--- config.mk ---
export PLATFORM = sky130hd
export DESIGN_NAME = alu_share_arb
export DESIGN_NICKNAME = d
export VERILOG_FILES = /design/src/rtl/alu_share_arb.sv
export SDC_FILE = /design/constraint.sdc
export NUM_CORES = 1
export LEC_CHECK = 0
export BUFFER_PORTS_ARGS = -buffer_cell sky130_fd_sc_hd__buf_2
export CORE_AREA = 4 4 143 145
export DETAILED_ROUTE_END_ITERATION = 10
export DIE_AREA = 0 0 147 149
export PLACE_DENSITY_LB_ADDON = 0.25
export SLEW_MARGIN = 15
export SYNTH_ARGS = -nofsm -noshare
export SYNTH_HDL_FRONTEND = slang
export SYNTH_SLANG_ARGS = --single-unit
--- constraint.sdc ---
create_clock -name clk -period 15.2 [get_ports clk]
set_clock_uncertainty 0.2 [all_clocks]
set_input_delay 3.04 -clock clk [delete_from_list [all_inputs] [get_ports clk]]
set_output_delay 3.04 -clock clk [all_outputs]
set_load 0.01 [all_outputs]
--- src/rtl/alu_share_arb.sv ---
// alu_share_arb: shares one combinational ALU between two requesters (round-robin,
// or fixed priority when ALU_ARB_FIXED_PRIO_EN is defined); one transaction in flight.
module alu_share_arb #(
    parameter int         NREQ   = 2,
    parameter int         W      = 32,
    parameter logic [3:0] OP_ADD = 4'd0,
    parameter logic [3:0] OP_BEQ = 4'd10,
    parameter logic [3:0] OP_BNE = 4'd11,
    parameter logic [3:0] OP_BLT = 4'd12,
    parameter logic [3:0] OP_BGE = 4'd13
) (
    input  logic            clk,
    input  logic            rst,
    input  logic [NREQ-1:0] req_valid,
    output logic [NREQ-1:0] req_ready,
    input  logic [W-1:0]    req_data1_0,
    input  logic [W-1:0]    req_data2_0,
    input  logic [W-1:0]    req_imm_0,
    input  logic            req_sel_0,
    input  logic [3:0]      req_op_0,
    input  logic [W-1:0]    req_data1_1,
    input  logic [W-1:0]    req_data2_1,
    input  logic [W-1:0]    req_imm_1,
    input  logic            req_sel_1,
    input  logic [3:0]      req_op_1,
    output logic [W-1:0]    alu_data1,
    output logic [W-1:0]    alu_data2,
    output logic [W-1:0]    alu_imm,
    output logic            alu_sel,
    output logic [3:0]      alu_op,
    input  logic [W-1:0]    alu_c,
    input  logic            alu_bf,
    output logic [NREQ-1:0] rsp_valid,
    input  logic [NREQ-1:0] rsp_ready,
    output logic [W-1:0]    rsp_c,
    output logic            rsp_bf
);
    typedef enum logic [1:0] {IDLE, EXEC, RESP} state_t;
    state_t state;
    logic   gnt, g, is_br;
`ifdef ALU_ARB_FIXED_PRIO_EN
    assign g = ~req_valid[0];
`else
    logic rr_last;
    assign g = (&req_valid) ? ~rr_last : ~req_valid[0];
`endif
    assign req_ready = (state == IDLE && |req_valid) ? (g ? 2'b10 : 2'b01) : 2'b00;
    // the ALU leaves bf stale on non-branch ops, so only branch ops pass it through
    assign is_br = alu_op inside {OP_BEQ, OP_BNE, OP_BLT, OP_BGE};
    always_ff @(posedge clk or posedge rst) begin
        if (rst) begin
            state     <= IDLE;
            gnt       <= 1'b0;
            rsp_valid <= '0;
            rsp_c     <= '0;
            rsp_bf    <= 1'b0;
            alu_data1 <= '0;
            alu_data2 <= '0;
            alu_imm   <= '0;
            alu_sel   <= 1'b0;
            alu_op    <= OP_ADD;
`ifndef ALU_ARB_FIXED_PRIO_EN
            rr_last   <= 1'b1;
`endif
        end else begin
            case (state)
                IDLE: if (|req_valid) begin
                    alu_data1 <= g ? req_data1_1 : req_data1_0;
                    alu_data2 <= g ? req_data2_1 : req_data2_0;
                    alu_imm   <= g ? req_imm_1 : req_imm_0;
                    alu_sel   <= g ? req_sel_1 : req_sel_0;
                    alu_op    <= g ? req_op_1 : req_op_0;
                    gnt       <= g;
`ifndef ALU_ARB_FIXED_PRIO_EN
                    rr_last   <= g;
`endif
                    state     <= EXEC;
                end
                EXEC: begin
                    rsp_c     <= alu_c;
                    rsp_bf    <= is_br & alu_bf;
                    rsp_valid <= gnt ? 2'b10 : 2'b01;
                    state     <= RESP;
                end
                RESP: if (rsp_ready[gnt]) begin
                    rsp_valid <= '0;
                    state     <= IDLE;
                end
                default: state <= IDLE;
            endcase
        end
    end
endmodule

==> summary.txt, run 1 <==
Run status
  – Status: finished, final reports clean

Routing
  – Via-to-Cell Ratio: 4.934
  – Routed vias: around 6,200
  – Per-cell routed wire length: between 15 and 20 microns
  – Iteration count of the initial detailed-routing pass: 5
  – Post-Route WL: 22,320 microns
  – Iter 0 DRT Violations: 350
  – Antenna-violating nets left: 0
  – DRC viols: 0

STA
  – FMAX: between 100 and 150 MHz
  – Unrepaired setup endpoints after global routing: false
  – PnR worst setup slack: between 7 and 8 ns
  – Relative slew slack: 0.3795
  – Slew @ Worst Pin: 0.9307 ns
  – Tcrit/Tclk final: 0.4838
  – Fin crit period: between 7 and 8 ns
  – Setup-failing EPs final: 0
  – Final hold slack: 0.2700 ns
  – Max Transition Viols Final: 0
  – Final Hold Fails: 0
  – Setup TNS: 0 ns

Die
  – Die width: ~150 microns
  – Num ports: between 300 and 400
  – Die area: around 22,000 sq um
  – Initial core utilization: 0.3262
  – FP Rows: 51
  – Core area: between 15,000 and 20,000 sq um
  – Die H: between 100 and 150 microns

Yosys
  – Post-Syn Instances: roughly 630
  – Yosys cell types: 28
  – Mapped cell area: around 6300 sq um
  – Syn nets: between 800 and 900
  – Yosys reg bits: 140
  – Synth Area per Inst: slightly below 10 sq um
  – Yosys warnings: 0
  – Post-synthesis sequential area ratio: 0.5593

Placement
  – RePlAce Congestion: just over 0.8
  – Final HPWL DP: around 16,000 microns
  – Port Buffers: about 380
  – Setup WS pre-CTS: 7.809 ns

Clock tree
  – Insertion delay to the later sink of the worst-skew pair: slightly above 0.4 ns
  – Clock buffer depth: 2
  – # clock sinks: 140
  – Worst-path clk slew: roughly 0.060 ns
  – Setup bufs post-CTS: 0
  – Cts hold-fix bufs: 0
  – TritonCTS Buffers: 17
  – CTS H-Tree Depth: 4
  – CTS resizes: 0
  – Clock root buffer: clkbuf_16
  – CTS tree: yes

Critical path
  – R2R setup slack: around 13 ns
  – Largest fanout on the critical path: 52
  – Setup CP Type: primary input to output port
  – Crit path capture: req_ready[1]
  – CP arrival: a little over 4 ns
  – Worst R2R Path Depth: 4
  – Startpoint types: primary input
  – CP Launch Point: req_valid[0]
  – CP endpoint kind: output port
  – Req. time, crit path: 11.96 ns
  – FF-to-FF End: alu_data1[24]
  – RR Startpoint: state[0]

Power and ir drop
  – Pwr dens: around 220 nW/um^2
  – Max VDD drop: roughly 0.084 mV
  – Total power draw: 1936 uW
  – Pleak: between 0.004 and 0.005 uW

Flow run
  – Max-cap violations: 0

Global routing
  – First-pass GRT wire length: 34,190 microns
  – Vias in the first global route: 6,157
  – Gr usage total: 0.1954
  – Remaining Overflow, GRT: 0
  – Largest net degree at the start of global routing: just over 80
  – Initial antenna violation count: 2

Final layout
  – Util after Layout: 0.4636
  – Nets: 1,214
  – Register area: 3505 sq um
  – Area grow syn2layout: 42.09%
  – Fillers: between 1,500 and 2,000
  – Multi-input logic area: approximately 2400 sq um
  – Fraction of layout cells with a size suffix above 1: 0.4331

Min path
  – Hold Crit Class: register to register
placed cells by master (no fill, tap or decap), drive strengths merged:
cell        n
a311oi      1
a21oi       2
diode       1
or2         1
dfrtp     139
bufinv      4
mux2        1
dfstp       1
xor2        1
a221o     101
buf       386
inv        10
a21o        2
clkbuf     19
nor2b       1
nor3      101
clkinvlp    1
nand2b      2
nand2     199
and3        1
nor2        3
o21ai       3
clkinv      2
nand3b      2
nand3       1
a221oi      1
and2b       1
registers in the layout (all words and copies together), names as in the netlist:
register   flops
rr_last        1
alu_data1     32
gnt            1
alu_sel        1
rsp_bf         1
rsp_valid      2
state          2
rsp_c         32
alu_imm       32
alu_op         4
alu_data2     32
per-stage QoR:
step | std cells | area (sq um)
2_1_floorplan | 633 | 6266
3_3_place_gp | 1219 | 8248
3_5_place_dp | 1219 | 8248
4_1_cts | 1251 | 8901
5_1_grt | 1252 | 8904
6_report | 1252 | 8904
logic make-up after synthesis:
kind of cell    Yosys count  share of synthesized area
xor+xnor                  1                   0.001398
compound gates          110                     0.1711
simple gates            312                     0.2115
buf+inv                  69                    0.05491
flops                   140                     0.5593
mux                       1                   0.001797
layer usage:
| layer | GRT usage | vias to the layer above | part of all wire |
|---|---|---|---|
| li1 | - | 2967 | - |
| met1 | 0.2494 | 2940 | 0.42 |
| met2 | 0.3247 | 244 | 0.50 |
| met3 | 0.05652 | 24 | 0.069 |
| met4 | 0.05732 | 2 | 0.017 |
| met5 | 0 | - | 0.00058 |
critical path: stages:
cell	delay, ns
buf_4	0.44
nand2_1	0.10
and3_4	0.30
buf_2	0.17
layout make-up:
class	instances	share of cell area
multi-input cells	424	0.2737
clock buffers	19	0.05087
well taps	265	0.03724
flip-flops and latches	140	0.3936
inverters	4	0.002248
clock inverters	13	0.02248
repair buffers	386	0.2195
diodes	1	0.0002811
worst min-delay path by stage:
stage	cells after the start	slack [ns]	start	end
global route	2	0.29	rsp_c[17]	rsp_c[17]
floorplan	1	0.30	rr_last	rr_last
detailed placement	2	0.26	rsp_c[4]	rsp_c[4]
CTS	2	0.27	rsp_c[4]	rsp_c[4]
finish	2	0.27	rsp_c[4]	rsp_c[4]
global placement	2	0.25	rsp_c[22]	rsp_c[22]
cells in the mapped netlist:
master,number,share of area
a21o_1,2,0.0024
a21oi_1,2,0.0016
a221o_1,101,0.16
a221oi_1,1,0.0014
a311oi_1,1,0.0014
and2b_1,1,0.0012
and3_1,1,0.0010
buf_1,7,0.0042
buf_2,17,0.014
buf_4,1,0.0012
buf_6,8,0.014
clkbuf_1,32,0.019
dfrtp_1,139,0.56
dfstp_2,1,0.0042
inv_1,4,0.0024
mux2_2,1,0.0018
nand2_1,199,0.12
nand2b_1,2,0.0020
nand3_1,1,0.00080
nand3b_1,2,0.0024
nor2_1,2,0.0012
nor2_2,1,0.0010
nor2b_1,1,0.0010
nor3_1,101,0.081
o21ai_0,2,0.0016
o21ai_2,1,0.0014
or2_2,1,0.0010
xor2_1,1,0.0014
where the power goes:
| group | switching [uW] | total (uW) | internal [uW] | leakage, uW |
|---|---|---|---|---|
| combinational | 469 | 810 | 342 | 0.00260 |
| clock | 172 | 461 | 288 | 0.000318 |
| sequential | 107 | 665 | 558 | 0.00172 |
| total | 748 | 1940 | 1190 | 0.00465 |
Note: power is estimated with default switching activity, not from simulation.
==> inputs of run 2 (changes only) <==
- CORE_AREA: 4 4 143 145 -> 4 4 144 146
- DIE_AREA: 0 0 147 149 -> 0 0 148 150
- clock period: 15.2 -> 6.65 ns (I/O delays scaled with it)
==> run 2 against run 1 <==
Against the previous run: global-route usage rose by 0.13 points; final cell count did not move; first-iteration DRC count fell by 18%; die area rose by 1.4%; sequential power rose by 130%; non-clock buffer count rose by 1; count of clock-buffer cells in the layout fell by 1; critical path depth did not move; combinational power rose by 130%; register-to-register slack got worse by 8.6 ns; via count rose by 0.66%; highest routed layer is now met4.
==> summary.txt, run 2 (synthesized netlist as in run 1, its figures left out) <==
Routing
  – Per-cell routed wire length: roughly 18 microns
  – Iteration count of the initial detailed-routing pass: 5
  – Routed vias: between 6,000 and 7,000
  – Iter 0 DRT Violations: 287
  – Via-to-Cell Ratio: roughly 5
  – DRC viols: 0
  – Antenna-violating nets left: 0
  – Post-Route WL: ~23,000 microns

Die
  – Num ports: around 380
  – Die H: 150 microns
  – Core area: between 15,000 and 20,000 sq um
  – Die width: between 100 and 150 microns
  – FP Rows: 51
  – Initial core utilization: 0.3230
  – Die area: around 22,000 sq um

Critical path
  – CP Launch Point: req_valid[0]
  – Worst path depth: 4
  – R2R setup slack: slightly above 4 ns
  – Crit path largest cell delay: between 0.4 and 0.5 ns
  – Startpoint types: primary input
  – Slowest cell on the critical path: and3_4
  – Bufs and invs on worst path: 2
  – CP arrival: between 2 and 2.5 ns
  – Setup CP Type: primary input to output port
  – Critical path, cell by cell: buf_4 -> nand2_1 -> and3_4 -> buf_2
  – CP delay by family, top: simple AND/OR/NAND/NOR gates
  – Largest fanout on the critical path: 40
  – Req. time, crit path: just over 5 ns
  – FF-to-FF End: alu_imm[19]
  – RR Startpoint: state[0]
  – Worst R2R Path Depth: 4
  – Crit path capture: req_ready[1]
  – CP endpoint kind: output port

STA
  – Setup TNS: 0 ns
  – FMAX: 254.2 MHz
  – Slew @ Worst Pin: roughly 0.88 ns
  – Max Transition Viols Final: 0
  – Final hold slack: 0.2694 ns
  – Fin crit period: ~4 ns
  – Unrepaired setup endpoints after global routing: false
  – Setup-failing EPs final: 0
  – Final Hold Fails: 0
  – Relative slew slack: 0.4151
  – Tcrit/Tclk final: 0.5916

Clock tree
  – Insertion delay to the later sink of the worst-skew pair: approximately 0.4 ns
  – CTS tree: yes
  – CTS resizes: 0
  – CTS H-Tree Depth: 4
  – TritonCTS Buffers: 17
  – # clock sinks: between 100 and 150
  – Setup bufs post-CTS: 0
  – Clock buffer depth: 2
  – Worst-path clk slew: around 0.06 ns
  – Cts hold-fix bufs: 0
  – Clock root buffer: clkbuf_16

Power and ir drop
  – Int Power: 2668 uW
  – Clock network fraction of design power: 0.228
  – Sw Pwr: 1705 uW
  – Max VDD drop: 0.2125 mV
  – Pleak: 0.004632 uW
  – Net Sw Frac: 0.3899
  – Reg power frac: 0.347
  – Combinational Power Share: 0.425
  – Pwr dens: approximately 500 nW/um^2

Final layout
  – Most common cell after layout, fill and taps aside: buf_2
  – Commonest cells after routing, fill and taps aside: buf_2, nand2_1, dfrtp_1
  – Area grow syn2layout: 41.67%
  – Antenna Cells: 0
  – Util after Layout: 0.4576
  – Final non-filler cell total: roughly 1,300
  – Fraction of layout cells with a size suffix above 1: 0.4336
  – Nets: approximately 1,200

Global routing
  – First-pass GRT wire length: between 30,000 and 40,000 microns
  – Largest net degree at the start of global routing: between 90 and 100
  – Vias in the first global route: roughly 6,200
  – Remaining Overflow, GRT: 0
  – Gr usage total: 0.1967
  – Initial antenna violation count: 0

Min path
  – Worst Hold Depth: 2
  – Hold Crit Class: register to register

Placement
  – Dpl cells: around 1,200
  – Port Buffers: around 380
  – Final HPWL DP: around 16,000 microns
  – RePlAce Congestion: ~0.76

Flow run
  – Max-cap violations: 0

Run status
  – Status: finished, final reports clean
## run 2: cell count changes in the layout (fill, tap and decap cells not counted), sizes merged
cell,delta
clkinv,+2
buf,+1
inv,-1
bufinv,-1
diode,-1
clkbuf,-1
clkinvlp,+1
## run 2: layout make-up
type                       instances  area [sq um]
clock buffer                      18         439.2
clock inverter                    14         182.7
fill                            1955         10520
inverter                           4         20.02
multi-input combinational        424          2437
sequential                       140          3505
tap                              265         331.6
timing repair buffer             387          1962
## run 2: how the worst min path moves through the flow
stage / from / endpoint / slack (ns)
after detailed placement: rsp_c[10] / rsp_c[10] / 0.26
after CTS: rsp_c[10] / rsp_c[10] / 0.27
after global routing: rsp_c[8] / rsp_c[8] / 0.30
after floorplan: rr_last / rr_last / 0.30
final: rsp_c[22] / rsp_c[22] / 0.27
after global placement: rsp_c[22] / rsp_c[22] / 0.25
## run 2: power groups by stage
| stage | logic [uW] | registers [uW] | clock network, uW |
|---|---|---|---|
| finish | 1860 | 1520 | 997 |
| global route | 2030 | 1570 | 1060 |
| CTS | 1900 | 1520 | 1030 |
| detailed placement | 1910 | 1520 | 0 |
| global placement | 1870 | 1530 | 0 |
| floorplan | 976 | 1690 | 0 |
## run 2: worst reg2reg max path, cell delays in order (launching register included)
cell	delay [ns]
dfrtp_1	0.46
nor2_2	0.26
and3_4	0.50
buf_4	0.69
a221o_1	0.34
## run 2: through the flow
stage	setup slack [ns]	total power, uW	area, sq um
detailed placement	2.699	3428	8255
floorplan	1.369	2670	6266
finish	2.716	4373	8877
CTS	2.697	4451	8877
global placement	2.692	3396	8255
global route	2.643	4672	8877
## run 2: metal layers
layer / up-vias / global-route usage / wire length [microns]
met5: - / 0 / 0
met4: 0 / 0.06005 / 473
met3: 32 / 0.04906 / 1633
met2: 275 / 0.3224 / 11190
met1: 2940 / 0.2581 / 9415
li1: 2971 / - / -
